--- config.mk ---
export PLATFORM = sky130hd
export DESIGN_NAME = if_fetch_unit
export DESIGN_NICKNAME = d
export VERILOG_FILES = /design/src/rtl/if_fetch_unit_pkg.sv /design/src/rtl/if_fetch_fifo.sv /design/src/rtl/if_fetch_unit.sv
export SDC_FILE = /design/constraint.sdc
export NUM_CORES = 1
export LEC_CHECK = 0
export BUFFER_PORTS_ARGS = -buffer_cell sky130_fd_sc_hd__buf_2
export CORE_UTILIZATION = 56
export DETAILED_ROUTE_END_ITERATION = 12
export PLACE_DENSITY = 0.84
export RECOVER_POWER = 100
export SLEW_MARGIN = 20
export SYNTH_ARGS = -nofsm -noshare
export SYNTH_HDL_FRONTEND = slang
export SYNTH_SLANG_ARGS = --single-unit
--- constraint.sdc ---
create_clock -name clk -period 7.43 [get_ports clk]
set_clock_uncertainty 0.05 [all_clocks]
set_input_delay 0.3715 -clock clk [delete_from_list [all_inputs] [get_ports clk]]
set_output_delay 0.3715 -clock clk [all_outputs]
set_load 0.02 [all_outputs]
--- src/rtl/if_fetch_unit_pkg.sv ---
`default_nettype none
// ============================================================================
// IFStruct - shared fetch-entry type and constants for the IF fetch unit
// Rev 1.0
// ============================================================================
package IFStruct;

   localparam logic [31:0] NOP_INST         = 32'h0000_0013;
   localparam logic [63:0] RESET_PC_DEFAULT = 64'h0000_0000_8000_0000;

   typedef struct packed {
      logic [63:0] pc;
      logic [31:0] inst;
   } FetchEntry;

   localparam int FETCH_ENTRY_W = $bits(FetchEntry);

   // Sequential fetch advances one word; wraps modulo 2^64 by construction.
   function automatic logic [63:0] next_fetch_pc(input logic [63:0] pc);
      return pc + 64'd4;
   endfunction

endpackage
`default_nettype wire

--- src/rtl/if_fetch_fifo.sv ---
`default_nettype none
// ============================================================================
// if_fetch_fifo - synchronous FetchEntry FIFO with push, pop and clear
// Rev 1.0
// ============================================================================
module if_fetch_fifo
   import IFStruct::*;
#(
   parameter int DEPTH = 2
) (
   input  logic                         clk,
   input  logic                         rst,
   input  logic                         clear,
   input  logic                         push,
   input  logic [FETCH_ENTRY_W-1:0]     push_data,
   input  logic                         pop,
   output logic [FETCH_ENTRY_W-1:0]     head,
   output logic [$clog2(DEPTH+1)-1:0]   count,
   output logic                         empty,
   output logic                         full
);

   localparam int c_AW   = (DEPTH > 1) ? $clog2(DEPTH) : 1;
   localparam int c_CNTW = $clog2(DEPTH+1);
   localparam logic [c_CNTW-1:0] c_DEPTH = c_CNTW'(DEPTH);

   FetchEntry         r_mem [DEPTH];
   logic [c_AW-1:0]   r_wr_ptr;
   logic [c_AW-1:0]   r_rd_ptr;
   logic [c_CNTW-1:0] r_count;
   logic              w_do_push;
   logic              w_do_pop;

   assign empty     = (r_count == '0);
   assign full      = (r_count == c_DEPTH);
   assign count     = r_count;
   assign head      = r_mem[r_rd_ptr];
   assign w_do_pop  = pop && !empty;
   // A full FIFO may still accept a push when the head leaves in the same cycle.
   assign w_do_push = push && (!full || w_do_pop);

   always_ff @(posedge clk) begin
      if (!rst) begin
         r_wr_ptr <= '0;
         r_rd_ptr <= '0;
         r_count  <= '0;
      end else if (clear) begin
         r_wr_ptr <= '0;
         r_rd_ptr <= '0;
         r_count  <= '0;
      end else begin
         if (w_do_push) r_wr_ptr <= r_wr_ptr + c_AW'(1);
         if (w_do_pop)  r_rd_ptr <= r_rd_ptr + c_AW'(1);
         r_count <= r_count + c_CNTW'(w_do_push) - c_CNTW'(w_do_pop);
      end
   end

   always_ff @(posedge clk) begin
      if (w_do_push) r_mem[r_wr_ptr] <= push_data;
   end

endmodule
`default_nettype wire

--- src/rtl/if_fetch_unit.sv ---
`default_nettype none
// ============================================================================
// if_fetch_unit - IF-stage PC owner, imem requester and response buffer;
// IF_FETCH_PERF_EN adds fetch/bubble performance counters.  Rev 1.0
// ============================================================================
module if_fetch_unit
   import IFStruct::*;
#(
   parameter logic [63:0] RESET_PC        = RESET_PC_DEFAULT,
   parameter int          FIFO_DEPTH      = 2,
   parameter int          MAX_OUTSTANDING = 2
) (
   input  logic        clk,
   input  logic        rst,
   input  logic        stall_if,
   input  logic        redirect,
   input  logic [63:0] redirect_pc,
   output logic        imem_req_valid,
   input  logic        imem_req_ready,
   output logic [63:0] imem_req_addr,
   input  logic        imem_rsp_valid,
   input  logic [31:0] imem_rsp_data,
   output logic [63:0] pc_if,
   output logic [31:0] inst_if,
   output logic        valid_if
`ifdef IF_FETCH_PERF_EN
   ,
   output logic [63:0] fetch_cnt,
   output logic [63:0] bubble_cnt
`endif
);

   localparam int c_CW  = $clog2(MAX_OUTSTANDING+1);
   localparam int c_FCW = $clog2(FIFO_DEPTH+1);
   localparam int c_SW  = $clog2(FIFO_DEPTH+MAX_OUTSTANDING+1);
   localparam int c_PW  = (MAX_OUTSTANDING > 1) ? $clog2(MAX_OUTSTANDING) : 1;
   localparam logic [c_CW-1:0] c_MAX_OUT   = c_CW'(MAX_OUTSTANDING);
   localparam logic [c_SW-1:0] c_DEPTH_S   = c_SW'(FIFO_DEPTH);
   localparam logic [c_PW-1:0] c_INFL_LAST = c_PW'(MAX_OUTSTANDING-1);

   logic [63:0]      r_fetch_pc;
   logic [c_CW-1:0]  r_outstanding;
   logic [c_CW-1:0]  r_drop_cnt;
   logic [63:0]      r_infl_pc [MAX_OUTSTANDING];
   logic [c_PW-1:0]  r_infl_wr;
   logic [c_PW-1:0]  r_infl_rd;

   logic             w_req_fire;
   logic             w_rsp_keep;
   logic             w_pop;
   logic [c_CW-1:0]  w_out_next;
   logic [c_SW-1:0]  w_credit_sum;
   logic [c_FCW-1:0] w_fifo_count;
   logic             w_fifo_empty;
   logic             w_fifo_full;
   FetchEntry        w_head;
   FetchEntry        w_push_entry;

   // Credit counts both in-flight and buffered words so every response lands.
   assign w_credit_sum   = c_SW'(r_outstanding) + c_SW'(w_fifo_count);
   assign imem_req_valid = rst && !redirect && (r_outstanding < c_MAX_OUT)
                           && (w_credit_sum < c_DEPTH_S);
   assign imem_req_addr  = r_fetch_pc;
   assign w_req_fire     = imem_req_valid && imem_req_ready;
   assign w_out_next     = r_outstanding + c_CW'(w_req_fire) - c_CW'(imem_rsp_valid);
   assign w_rsp_keep     = imem_rsp_valid && !redirect && (r_drop_cnt == '0);
   assign w_push_entry   = '{pc: r_infl_pc[r_infl_rd], inst: imem_rsp_data};

   assign valid_if = !w_fifo_empty;
   assign pc_if    = w_fifo_empty ? 64'h0 : w_head.pc;
   assign inst_if  = w_fifo_empty ? NOP_INST : w_head.inst;
   assign w_pop    = valid_if && !stall_if;

   if_fetch_fifo #(
      .DEPTH (FIFO_DEPTH)
   ) u_fifo (
      .clk       (clk),
      .rst       (rst),
      .clear     (redirect),
      .push      (w_rsp_keep),
      .push_data (w_push_entry),
      .pop       (w_pop),
      .head      (w_head),
      .count     (w_fifo_count),
      .empty     (w_fifo_empty),
      .full      (w_fifo_full)
   );

   always_ff @(posedge clk) begin
      if (!rst) begin
         r_fetch_pc    <= RESET_PC;
         r_outstanding <= '0;
         r_drop_cnt    <= '0;
      end else begin
         r_outstanding <= w_out_next;
         if (redirect) begin
            r_fetch_pc <= redirect_pc;
            // Everything still in flight after this edge belongs to the old path.
            r_drop_cnt <= w_out_next;
         end else begin
            if (w_req_fire) r_fetch_pc <= next_fetch_pc(r_fetch_pc);
            if (imem_rsp_valid && (r_drop_cnt != '0)) r_drop_cnt <= r_drop_cnt - c_CW'(1);
         end
      end
   end

   always_ff @(posedge clk) begin
      if (!rst || redirect) begin
         r_infl_wr <= '0;
         r_infl_rd <= '0;
      end else begin
         if (w_req_fire) r_infl_wr <= (r_infl_wr == c_INFL_LAST) ? '0 : r_infl_wr + c_PW'(1);
         if (w_rsp_keep) r_infl_rd <= (r_infl_rd == c_INFL_LAST) ? '0 : r_infl_rd + c_PW'(1);
      end
   end

   always_ff @(posedge clk) begin
      if (w_req_fire) r_infl_pc[r_infl_wr] <= r_fetch_pc;
   end

`ifdef IF_FETCH_PERF_EN
   logic [63:0] r_fetch_cnt;
   logic [63:0] r_bubble_cnt;

   always_ff @(posedge clk) begin
      if (!rst) begin
         r_fetch_cnt  <= '0;
         r_bubble_cnt <= '0;
      end else begin
         if (w_pop && (r_fetch_cnt != '1)) r_fetch_cnt <= r_fetch_cnt + 64'd1;
         if (!stall_if && !valid_if && !redirect && (r_bubble_cnt != '1))
            r_bubble_cnt <= r_bubble_cnt + 64'd1;
      end
   end

   assign fetch_cnt  = r_fetch_cnt;
   assign bubble_cnt = r_bubble_cnt;
`endif

`ifndef SYNTHESIS
   always_ff @(posedge clk) begin
      if (rst) begin
         assert (!(w_req_fire && (r_outstanding == c_MAX_OUT)));
         assert (!(imem_rsp_valid && (r_outstanding == '0)));
         assert (r_drop_cnt <= r_outstanding);
         assert (!(w_rsp_keep && w_fifo_full && !w_pop));
      end
   end
`endif

endmodule
`default_nettype wire
==> results.txt, run 1 <==
----------------------------------------------------
[Outcome]
  Result of the run ... finished, violations left
  Violations in the final reports ... capacitance limit, slew limit

[Global route]
  Overall track demand over capacity in global routing ... 0.260
  Antenna violations before repair ... 0
  Maximum number of pins on one net before global-route repair ... 96
  Remaining global-route overflow ... 0
  Via count of the first global-routing pass ... 10500
  Global-route wire length before repair ... 57500 um

[Worst setup path]
  Start point of the critical path ... redirect
  CP Data Required Time ... 7.78 ns
  CP Capture Type ... flip-flop
  Source of the worst register-to-register timing path ... u_fifo.count[0]
  Worst path cell trace ... buf_2 > clkbuf_1 > nand2b_1 > nor2_1 > inv_1 > clkbuf_1 > ha_1 > inv_1 > ha_1 > xor2_1 > and2_1 > nor3_1 > a22o_1
  Path depth of the worst reg2reg path ... 13
  Max Fanout on Critical Path ... ~60
  Cell type of the slowest stage on the worst timing path ... sky130_fd_sc_hd__clkbuf_1
  Startpoint types ... input port
  Data arrival time at the worst-slack endpoint ... 6.24 ns
  Worst stage delay on the critical path ... 2.05 ns
  Category of the most critical setup path ... in2reg

[Synthesis]
  Count of unique library cells instantiated by Yosys ... about 60
  Cells after synthesis ... 1158
  Mean instance size in the synthesized netlist ... 13.9 um2
  FFs w/ async S/R, synth ... 0
  Post-Synthesis Cell Area ... 16100 um2
  Syn Nets ... 1267
  Number of flip-flops and latches in the synthesized netlist ... slightly below 400
  Yosys warning total ... 0
  Register area share after synthesis ... 0.691
  Main flop type after synthesis ... sky130_fd_sc_hd__edfxtp_1
  Count of flip-flops with a built-in enable after synthesis ... 320

[Clock network]
  Clock-pin slew reported for the worst setup and hold paths after clock tree synthesis ... 0.06 ns
  # clock sinks ... 396
  Clock tree buffer depth ... 3
  Buffer type at the clock tree root ... sky130_fd_sc_hd__clkbuf_16
  TritonCTS buffer count ... 38
  Count of instances resized after the clock tree is built ... 0
  Clock tree from TritonCTS ... built
  Max H-tree Level ... 2
  Clk Latency, worst-skew pair ... 0.53 ns

[Power]
  Sw frac ... 0.232
  Pwr Total ... 4.85 mW
  Maximum resistive drop on vdd ... 0.154 mV
  Gate power share ... 0.083
  Cell internal power dissipation ... 3.73 mW
  Clock network fraction of design power ... 0.386
  Proportion of power drawn by flip-flops and latches ... 0.531
  Pwr per Cell Area ... between 200 and 300 nW/um2
  Sw Pwr ... 1.13 mW
  Leakage power of the design ... 6.30 nW

[Finish]
  Area added between synthesis and finish ... 18.4%
  NumNets Final ... 1555
  Share of the core filled with cells in the final layout ... 0.680
  Share of cells above drive strength 1 ... 0.117
  Final Instance Area ... 19100 um2
  Most frequent standard cell in the layout excluding fill and tap cells ... sky130_fd_sc_hd__edfxtp_1
  Most frequent cells in the layout ... 320 x sky130_fd_sc_hd__edfxtp_1, 198 x sky130_fd_sc_hd__clkbuf_1, 143 x sky130_fd_sc_hd__nor2_1
  Antenna diode instance count ... 0
  Count of placed standard cells in the final layout, fillers left out ... between 1500 and 2000

[Place]
  Count of input and output buffers ... about 260
  Instance area at placement ... around 18000 um2
  Routability-driven placement congestion ratio ... 0.939
  DP Wirelength ... 24600 um
  Post-placement cell count ... approximately 1800
  Setup slack at placement ... 2.91 ns

[STA]
  Tcrit/Tclk final ... 0.792
  Worst-Margin Slew ... around 4.5 ns
  Final hold viol count ... 0
  Setup repair after global routing missed its margin ... no
  Final worst slack ... ~1.5 ns
  Setup-failing EPs final ... 0
  Max-slew violation count ... 517
  Max-slew headroom ... -2.00
  Accumulated negative setup slack ... 0 ns
  Achievable frequency ... ~0.17 GHz
  Time the worst path needs with I/O delays and setup ... ~5.9 ns
  Worst Hold Margin ... 0.0275 ns

[Die]
  Die width ... approximately 170 um
  Core Rows ... 61
  Die area ... approximately 29000 um2
  Y dimension of the die ... 172 um
  Placeable core region ... 28000 um2
  Initial core utilization ... 0.575
  Number of ports placed on the die boundary ... 264

[Route]
  Number of vias in the routed layout ... 10800
  Detail-routed via count per cell ... 5.83
  Routed len/inst ... 20.8 um
  Total wire length after detailed routing ... 38600 um
  Pre-antenna DRT Iters ... 6
  Remaining DRCs ... 0
  DRT antenna net count ... 0
  Detailed router's first-iteration violation count ... 938

[Hold path]
  Worst min-delay path class ... in2reg
  Hold path start ... redirect_pc[7]
  Worst hold path cell count ... 3

[Run]
  Max-cap violation count ... 11

----------------------------------------------------
==> layout make-up <==
class | count | area [um2]
clock buffer | 56 | 1130
clock inverter | 12 | 85.1
fill | 2050 | 8950
tap | 378 | 473
sequential | 396 | 11100
inverter | 15 | 56.3
timing repair buffer | 307 | 1490
multi-input combinational | 688 | 4690
==> synthesized netlist by cell type, types with 9 or more instances <==
cell                         n  area (um2)
sky130_fd_sc_hd__o21ai_0    29         145
sky130_fd_sc_hd__dfxtp_1    76        1520
sky130_fd_sc_hd__xnor2_1    18         158
sky130_fd_sc_hd__mux2i_1    99         991
sky130_fd_sc_hd__a31oi_1     9        56.3
sky130_fd_sc_hd__nand4_1    29         181
sky130_fd_sc_hd__nand2_1    49         184
sky130_fd_sc_hd__nor3_1     14        70.1
sky130_fd_sc_hd__nor2_1    143         537
sky130_fd_sc_hd__o22ai_1    13        81.3
sky130_fd_sc_hd__a21oi_1    45         225
sky130_fd_sc_hd__xor2_1     25         219
sky130_fd_sc_hd__mux2_2     65         732
sky130_fd_sc_hd__inv_1      13        48.8
sky130_fd_sc_hd__edfxtp_1  320        9610
sky130_fd_sc_hd__and3_1     20         125
sky130_fd_sc_hd__clkbuf_1   53         199
sky130_fd_sc_hd__nand3_1    32         160
==> worst max-delay path, delay by kind of cell <==
| kind | cells | cell delay, ns |
|---|---|---|
| adders and majority gates | 2 | 0.61 |
| buffers and inverters | 5 | 3.68 |
| AOI/OAI and AO/OA | 1 | 0.25 |
| and+or+nand+nor | 4 | 1.10 |
| xor gates and xnor gates | 1 | 0.18 |
==> registers in the layout, indices dropped and copies added (netlist names), named ones only <==
| register | count |
|---|---|
| imem_req_addr | 64 |
| r_drop_cnt | 2 |
| r_infl_pc | 128 |
| r_infl_rd | 1 |
| r_infl_wr | 1 |
| r_outstanding | 2 |
| u_fifo.count | 2 |
| u_fifo.r_mem | 192 |
| u_fifo.r_rd_ptr | 1 |
| u_fifo.r_wr_ptr | 1 |
==> logic make-up after synthesis <==
family / count (synthesis) / synth area share
flip-flops: 396 / 0.691
AND/OR/NAND/NOR: 343 / 0.105
multiplexers: 165 / 0.108
AO/OA/AOI/OAI: 130 / 0.0490
buffers and inverters: 74 / 0.0177
XOR/XNOR: 43 / 0.0234
adder cells (fa/ha/maj): 7 / 0.00590
==> per-layer routing <==
layer  global-route usage  part of all wire  vias to the layer above  wire [um]
met5                    0                 0                        -          0
met2                0.444              0.49                      508      18900
met4               0.0897             0.030                        0       1140
met1                0.329              0.40                     5273      15400
li1                     -                 -                     4930          -
met3               0.0518             0.082                       82       3180
==> what timing repair did <==
action | CTS | global route
endpoints found under the hold margin | 64 | 0
setup buffers | 0 | 0
hold buffers | 32 | 0
==> final timing paths <==
kind         slack [ns]               end
max                1.55     r_drop_cnt[1]
min reg2reg        0.45         flip-flop
min                0.03  imem_req_addr[7]
max reg2reg        1.74     r_drop_cnt[1]
==> power groups by stage <==
stage / clock network (mW) / logic, mW / registers, mW
3_3_place_gp: 0 / 0.386 / 2.62
6_report: 1.88 / 0.401 / 2.58
2_1_floorplan: 0 / 0.236 / 2.62
5_1_grt: 1.98 / 0.432 / 2.59
3_5_place_dp: 0 / 0.398 / 2.62
4_1_cts: 1.90 / 0.414 / 2.57
No activity file was read; power rests on OpenSTA's default activity.
==> run 2: changes to the inputs <==
Clock period 7.43 ns to 5.73 ns, I/O delays scaled along.
==> run 2 against run 1 <==
  * Hold slack worse by 0.011 ns
  * The run still ends with capacitance limit, slew limit left
  * Largest power group unchanged
  * Critical endpoint is now u_fifo.r_mem[1][91]
  * Non-clock buffer count is 26 higher
  * Die area stayed put
  * Critical path depth is 7 lower
  * First-iteration DRC count is 28% higher
  * Utilization is 1.2 points higher
  * Wire length is 2.9% higher
  * Critical path type is now reg2reg
  * Count of clock-buffer cells in the layout stayed put
==> results.txt, run 2 (synthesis results as in run 1) <==
----------------------------------------------------
[Finish]
  Antenna diode instance count ... 0 (unchanged)
  Share of the core filled with cells in the final layout ... 0.693 (+0.0121)
  NumNets Final ... 1582 (+1.7%)
  Register name with the most flops ... u_fifo.r_mem
  Final Instance Area ... 19400 um2 (+1.8%)
  Flip-flop count of the largest register after layout ... 192 (unchanged)
  Most frequent standard cell in the layout excluding fill and tap cells ... sky130_fd_sc_hd__edfxtp_1
  Area added between synthesis and finish ... 20.5%
  Filler Cells Inserted ... 1954 (-4.7%)
  Share of cells above drive strength 1 ... 0.116 (-0.00160)
  Most frequent cells in the layout ... 320 x sky130_fd_sc_hd__edfxtp_1, 197 x sky130_fd_sc_hd__clkbuf_1, 142 x sky130_fd_sc_hd__nor2_1

[Worst setup path]
  Data arrival time at the worst-slack endpoint ... 4.80 ns (-1.44 ns)
  Startpoint types ... flip-flop
  Worst path cell trace ... inv_1 > ha_1 > nand2_1 > a311oi_1 > and2_1 > buf_4
  Cell type of the slowest stage on the worst timing path ... sky130_fd_sc_hd__and2_1
  Category of the most critical setup path ... reg2reg
  CP Capture Type ... flip-flop
  Max Fanout on Critical Path ... 61 (+3.4%)
  CP Data Required Time ... 5.83 ns (-1.95 ns)
  Worst stage delay on the critical path ... 2.34 ns (+0.29 ns)

[Clock network]
  # clock sinks ... 396 (unchanged)
  TritonCTS buffer count ... 39 (+2.6%)
  Clock tree buffer depth ... 3 (unchanged)
  Buffer type at the clock tree root ... sky130_fd_sc_hd__clkbuf_16
  Post-CTS setup buffers ... 0 (unchanged)
  Clock tree from TritonCTS ... built
  Clock-pin slew reported for the worst setup and hold paths after clock tree synthesis ... 0.06 ns (about the same)
  Clk Latency, worst-skew pair ... 0.53 ns (about the same)
  Max H-tree Level ... 2 (unchanged)

[Die]
  Number of ports placed on the die boundary ... 264 (unchanged)
  Initial core utilization ... 0.575 (unchanged)
  Die width ... 172 um (unchanged)
  Core Rows ... 61 (unchanged)
  Die area ... 29400 um2 (unchanged)
  Y dimension of the die ... 172 um (unchanged)
  Placeable core region ... 28000 um2 (unchanged)

[Power]
  Pwr per Cell Area ... 331 nW/um2 (+30%)
  Pwr Total ... 6.41 mW (+32%)
  Leakage power of the design ... 6.45 nW (+2.3%)
  Maximum resistive drop on vdd ... 0.233 mV (+52%)

[Route]
  Remaining DRCs ... 0 (unchanged)
  Number of vias in the routed layout ... 11000 (+1.5%)
  Pre-antenna DRT Iters ... 7 (+1)
  Detailed router's first-iteration violation count ... 1202 (+28%)
  Detail-routed via count per cell ... 5.82 (about the same)
  DRT antenna net count ... 0 (unchanged)
  Total wire length after detailed routing ... 39700 um (+2.9%)
  Routed len/inst ... 21.1 um (+1.3%)

[Run]
  Max-cap violation count ... 6 (-5)

[STA]
  Worst-Margin Slew ... 3.30 ns (-1.20 ns)
  Setup-failing EPs final ... 0 (unchanged)
  Max-slew headroom ... -1.21 (+0.794)
  Accumulated negative setup slack ... 0 ns (unchanged)
  Achievable frequency ... 0.213 GHz
  Final hold viol count ... 0 (unchanged)
  Time the worst path needs with I/O delays and setup ... 4.70 ns
  Tcrit/Tclk final ... 0.820
  Setup repair after global routing missed its margin ... no
  Max-slew violation count ... 327 (-37%)
  Final worst slack ... 1.03 ns (-0.516 ns)

[Global route]
  Overall track demand over capacity in global routing ... 0.265 (+0.00558)
  Global-route wire length before repair ... 58700 um (+2.1%)
  Maximum number of pins on one net before global-route repair ... 96 (unchanged)
  Antenna violations before repair ... 0 (unchanged)
  Via count of the first global-routing pass ... 10600 (+0.90%)
  Remaining global-route overflow ... 0 (unchanged)

[Place]
  Setup slack at placement ... 1.51 ns (-1.39 ns)
  Count of input and output buffers ... 263 (unchanged)
  Routability-driven placement congestion ratio ... 0.931 (-0.87%)
  Instance area at placement ... 17800 um2 (unchanged)
  DP Wirelength ... 24700 um (+0.26%)

[Outcome]
  Result of the run ... finished, violations left
  Violations in the final reports ... capacitance limit, slew limit

[Hold path]
  Worst min-delay path class ... in2reg

----------------------------------------------------
## run 2: changes by cell type in the layout (fill, tap and decap cells not counted), moves of 2 or more
| cell | before | now |
|---|---|---|
| sky130_fd_sc_hd__clkbuf_2 | 2 | 4 |
| sky130_fd_sc_hd__mux2_1 | 43 | 48 |
| sky130_fd_sc_hd__dlygate4sd3_1 | 32 | 56 |
| sky130_fd_sc_hd__clkinv_1 | 5 | 7 |
| sky130_fd_sc_hd__bufinv_16 | 1 | 3 |
| sky130_fd_sc_hd__clkbuf_8 | 5 | 3 |
| sky130_fd_sc_hd__buf_4 | 4 | 6 |
| sky130_fd_sc_hd__mux2_2 | 23 | 18 |
| sky130_fd_sc_hd__clkinv_2 | 7 | 3 |
## run 2: report_power, final
part	switching (mW)	leakage (nW)	internal, mW
combinational	0.341	2.25	0.193
sequential	0.110	3.57	3.23
clock	1.04	0.623	1.49
total	1.49	6.45	4.92
## run 2: repair_timing
| item | in CTS | in global routing |
|---|---|---|
| resized for setup | 0 | 0 |
| hold endpoints to repair | 87 | 1 |
| hold buffers | 55 | 1 |
## run 2: final cells by class
cell class / instances / area, um2 / area share
timing repair buffer: 333 / 1770 / 0.0911
tap: 378 / 473 / 0.0244
clock inverter: 15 / 166 / 0.00858
clock buffer: 56 / 1110 / 0.0573
sequential: 396 / 11100 / 0.574
multi-input combinational: 688 / 4690 / 0.242
inverter: 15 / 56.3 / 0.00290
## run 2: path summary, 6_finish.rpt
check             slack, ns                  end  depth (start not counted)        startpoint
setup reg to reg       1.03  u_fifo.r_mem[1][91]                          6     r_drop_cnt[0]
hold reg to reg        0.45      r_infl_pc[1][1]                          0  imem_req_addr[1]
setup / recovery       1.03  u_fifo.r_mem[1][91]                          6     r_drop_cnt[0]
hold / removal         0.02    imem_req_addr[37]                          3   redirect_pc[37]
## run 2: metal layers
metal	wire, um	global-route usage	vias up
met3	3280	0.0509	92
met5	0	0	-
met2	19500	0.440	590
met4	1110	0.0897	0
met1	15900	0.350	5292
li1	-	-	4980
## run 2: critical path, delay by kind of cell (launching register included)
| family | cells | cell delay, ns |
|---|---|---|
| AND/OR/NAND/NOR | 2 | 2.44 |
| flip-flops | 1 | 0.30 |
| AO/OA/AOI/OAI | 1 | 0.46 |
| adder cells (fa/ha/maj) | 1 | 0.19 |
| buffers and inverters | 2 | 0.81 |
## run 2: per-stage QoR
step / hold WS (ns) / std cells
6_report: 0.0162 / 1881
5_1_grt: 0.0124 / 1881
4_1_cts: 0.00106 / 1879
3_5_place_dp: 0.428 / 1753
3_3_place_gp: 0.425 / 1753
2_1_floorplan: 0.335 / 1158
